## config.mk

```make
export PLATFORM = sky130hd
export DESIGN_NAME = uart_tx_arbiter
export DESIGN_NICKNAME = d
export VERILOG_FILES = /design/src/rtl/uart_tx_arbiter.sv
export SDC_FILE = /design/constraint.sdc
export NUM_CORES = 1
export LEC_CHECK = 0
export ABC_AREA = 1
export ABC_CLOCK_PERIOD_IN_PS = 1800
export CAP_MARGIN = 20
export CORE_MARGIN = 2
export CORE_UTILIZATION = 38
export CTS_BUF_LIST = sky130_fd_sc_hd__clkbuf_4 sky130_fd_sc_hd__clkbuf_8
export DETAILED_ROUTE_END_ITERATION = 10
export PLACE_DENSITY_LB_ADDON = 0.08
export SLEW_MARGIN = 20
export SYNTH_ARGS = -nofsm -noshare
export SYNTH_HDL_FRONTEND = slang
export SYNTH_SLANG_ARGS = --single-unit
```

## constraint.sdc

```tcl
create_clock -name clk -period 1.8 [get_ports clk]
set_clock_uncertainty 0.15 [all_clocks]
set_input_delay 0.36 -clock clk [delete_from_list [all_inputs] [get_ports clk]]
set_output_delay 0.36 -clock clk [all_outputs]
set_load 0.01 [all_outputs]
```

## src/rtl/uart_tx_arbiter.sv

```systemverilog
// Packet-level round-robin arbiter in front of the UART tx FIFO write port.
// Optional idle-requester timeout is enabled by defining UART_ARB_TIMEOUT_EN.
//
// state | meaning
// IDLE  | no owner; pick the next requester after ptr, register it into grant
// SEND  | grant held; forward bytes of the owner until its last byte (or timeout)
module uart_tx_arbiter #(
  parameter int NREQ   = 4,
  parameter int DBIT   = 8,
  parameter int TO_CYC = 1024,
  parameter int TO_BIT = 10
) (
  input  logic                 clk,
  input  logic                 reset_n,
  input  logic [NREQ-1:0]      req,
  input  logic [NREQ-1:0]      last,
  input  logic [NREQ*DBIT-1:0] data,
  output logic [NREQ-1:0]      ack,
  input  logic                 tx_full,
  output logic                 wr_uart,
  output logic [DBIT-1:0]      w_data,
  output logic [NREQ-1:0]      grant,
  output logic                 busy,
  output logic [NREQ-1:0]      abort
);

  localparam int PW = (NREQ > 1) ? $clog2(NREQ) : 1;

  typedef enum logic {IDLE, SEND} state_t;

  state_t        state;
  logic [PW-1:0] ptr;
  logic [PW-1:0] g_idx;
  logic [PW-1:0] cand;
  logic [PW-1:0] win_idx;
  logic          win_vld;
  logic          g_req;
  logic          g_last;
  logic          to_hit;

  // Search order starts just after the last served requester.
  always_comb begin
    win_vld = 1'b0;
    win_idx = '0;
    cand    = '0;
    for (int k = 1; k <= NREQ; k++) begin
      cand = PW'((int'(ptr) + k) % NREQ);
      if (!win_vld && req[cand]) begin
        win_vld = 1'b1;
        win_idx = cand;
      end
    end
  end

  assign g_req   = req[g_idx];
  assign g_last  = last[g_idx];
  assign busy    = (state == SEND);
  assign wr_uart = busy & g_req & ~tx_full;
  assign w_data  = busy ? data[int'(g_idx)*DBIT +: DBIT] : '0;
  assign ack     = wr_uart ? grant : '0;

`ifdef UART_ARB_TIMEOUT_EN
  logic [TO_BIT-1:0] to_cnt;

  // Only owner inactivity counts; a stall on tx_full with req held is not idle time.
  always_ff @(posedge clk or negedge reset_n) begin
    if (!reset_n) begin
      to_cnt <= '0;
    end else if (state == IDLE || wr_uart) begin
      to_cnt <= '0;
    end else if (!g_req) begin
      to_cnt <= to_cnt + 1'b1;
    end
  end

  assign to_hit = busy & ~g_req & (to_cnt == TO_BIT'(TO_CYC - 1));
  assign abort  = to_hit ? grant : '0;
`else
  assign to_hit = 1'b0;
  assign abort  = '0;
`endif

  always_ff @(posedge clk or negedge reset_n) begin
    if (!reset_n) begin
      state <= IDLE;
      ptr   <= PW'(NREQ - 1);
      g_idx <= '0;
      grant <= '0;
    end else begin
      case (state)
        IDLE: begin
          if (win_vld) begin
            g_idx <= win_idx;
            grant <= NREQ'(1) << win_idx;
            state <= SEND;
          end
        end
        SEND: begin
          if ((wr_uart && g_last) || to_hit) begin
            ptr   <= g_idx;
            grant <= '0;
            state <= IDLE;
          end
        end
        default: state <= IDLE;
      endcase
    end
  end

endmodule
```

==> impl_metrics.tcl <==
set metrics [dict create \
    crit_required_ns 1.29 \
    path_max_fanout 5 \
    synth_area_um2 1030 \
    fin_nets 324 \
    clk_latency_ns 0.26 \
    synth_area_per_cell_um2 5.50 \
    max_freq_ghz 0.474 \
    ioPinCount 65 \
    crit_slowest_cell "dfrtp_2" \
    hold_violations 0 \
    crit_start "g_idx[0]" \
    synth_cell_type_count 19 \
    fin_cells 310 \
    initial_core_util_pct 40.8 \
    vias_per_cell 5.18 \
    place_ws_ns -0.733 \
    synth_top_area_share_pct 17.5 \
    wl_per_cell_um 14.8 \
    ys_seq_area_share_pct 22.1 \
    failed_checks "negative setup slack" \
    syn_to_final_growth_pct 104 \
    finalSetupViolCount 20 \
    final_antenna_net_count 0 \
    grt_overflow 0 \
    synth_seq_cells 9 \
    setup_ws_ns -0.308 \
    synthFlopType "dfrtp_1" \
    num_antenna_cells 0 \
    hpwl_um 2700 \
    worstPathArrival_ns 1.60 \
    ys_async_sr_fraction_pct 100 \
    timing.final.crit_share_pct 117 \
    htreeDepth 1 \
    num_vias 1605 \
    synthCells 187 \
    grt_antenna_before_repair 0 \
    ir_drop_mv 1.37 \
    place_inst 284 \
    grt_pass1_wl_um 6200 \
    synth_edf_count 0 \
    globalplace.congestion 0.882 \
    rsz0062_at_grt "true" \
    fin_crit_ns 2.11 \
    root_buffer "clkbuf_4" \
    drtPass1Iterations 4 \
    maxSlewViolCount 0 \
    yosys_warnings 0 \
    cts_buffer_depth 2 \
    powerDensity_nw_per_um2 1740 \
    dieArea_um2 3140 \
    grt_max_degree 14 \
    path_buf_inv 4 \
    drt_iter0_drc 87 \
    start_kind "flop" \
    tns_ns -3.47 \
    rows 18 \
    crit_top_cell "buf_6" \
    layout_common_cells "clkdlybuf4s50_1 (42), nor2_1 (32), nand2_1 (32)" \
    critPathMaxStageDelay_ns 0.46 \
    hold_path.class "in2async" \
    final_common_cell "clkdlybuf4s50_1" \
    place_area_um2 1730 \
    power_mw 3.65 \
    path_clk_slew_ns 0.07 \
    yosys.area.top_type "nand2_1" \
    cp_top_family "buffers and inverters" \
    drc_errors 0 \
    critPathKind "reg2out" \
    p_leak_nw 1.03 \
    hold_slack_ns 0.264 \
    grt_util_all_layers_pct 24.3 \
    final_design_area_no_fill_um2 2100 \
    utilization_pct 83.3 \
    coreArea_um2 2520 \
    run_status "finished, violations left" \
    port_buffers 60 \
    drive_gt1_share_pct 40.7 \
    tritoncts "built" \
    crit_chain "buf_6 -> o21ai_2 -> nand3_2 -> buf_6 -> buf_6 -> nor2_4 -> buf_6" \
    die_x_um 56.0 \
    clock-sinks 9 \
    r2r_start "ptr[0]" \
    end_kind "output port" \
    drt-total-wl_um 4590 \
    chipHeight_um 56.0 \
    grt_pass1_vias 1448 \
    cts_made_buffers 3 \
    cap_violations 0 \
    yosys-top-cells-area "nand2_1 (18%), dfrtp_1 (17%), nor2_1 (14%)" \
]
==> per-layer routing <==
metal	vias to the layer above	GRT usage [%]	routed length (µm)	part of all wire (%)
met1	734	27.1	1720	37
li1	773	-	-	-
met5	-	0	0	0
met3	14	2.79	304	6.6
met2	84	46.2	2410	53
met4	0	9.52	157	3.4
==> layout make-up <==
cell class / count / area [µm²]
flip-flops and latches: 9 / 229
repair buffers: 95 / 860
well taps: 30 / 37.5
fillers: 158 / 420
inverters: 17 / 76.3
clock buffers: 4 / 30.0
multi-input cells: 155 / 870
==> where the power goes <==
group          leakage, nW  internal (mW)  total, mW  switching (mW)
registers            0.108          0.300      0.415           0.115
logic                0.902           1.34       3.06            1.72
clock network       0.0184          0.101      0.177          0.0764
==> cell families after synthesis <==
| family | after synthesis | share of synthesized area [%] |
|---|---|---|
| flip-flops | 9 | 22.1 |
| other | 1 | 0.365 |
| AO/OA/AOI/OAI | 35 | 17.0 |
| buffers and inverters | 27 | 12.9 |
| AND/OR/NAND/NOR | 115 | 47.6 |
==> path summary, 6_finish.rpt <==
kind / end / slack, ns / cells past startpoint
setup / recovery: ack[3] / -0.31 / 7
hold / removal: grant[1] / 0.26 / 1
setup reg to reg: grant[3] / -0.15 / 12
hold reg to reg: grant[2] / 0.41 / 2
max in group asynchronous: ptr[0] / 0.90 / 1
min in group clk: grant[2] / 0.41 / 2
==> synthesized netlist by cell type (2+ instances only) <==
library cell   n
buf_4          5
nand2_1       48
dfstp_2        2
nand3_1       18
nor2_2         2
clkbuf_1       2
o21ai_1        2
nand2_2        9
dfrtp_1        7
inv_1         13
inv_2          3
a21oi_1       11
buf_2          2
nor2_1        37
o21ai_0       22
==> registers in the layout, summed over array words and instances (netlist names) <==
| signal | cells |
|---|---|
| grant | 4 |
| g_idx | 2 |
| ptr | 2 |
| busy | 1 |
==> what timing repair did <==
action	CTS	global route
gates cloned	0	1
setup buffers	14	9
pin swaps	14	21
setup endpoints to repair	18	22
hold endpoints to repair	0	0
hold buffers	0	0
resized for setup	92	55
Note: power is estimated with default switching activity, not from simulation.
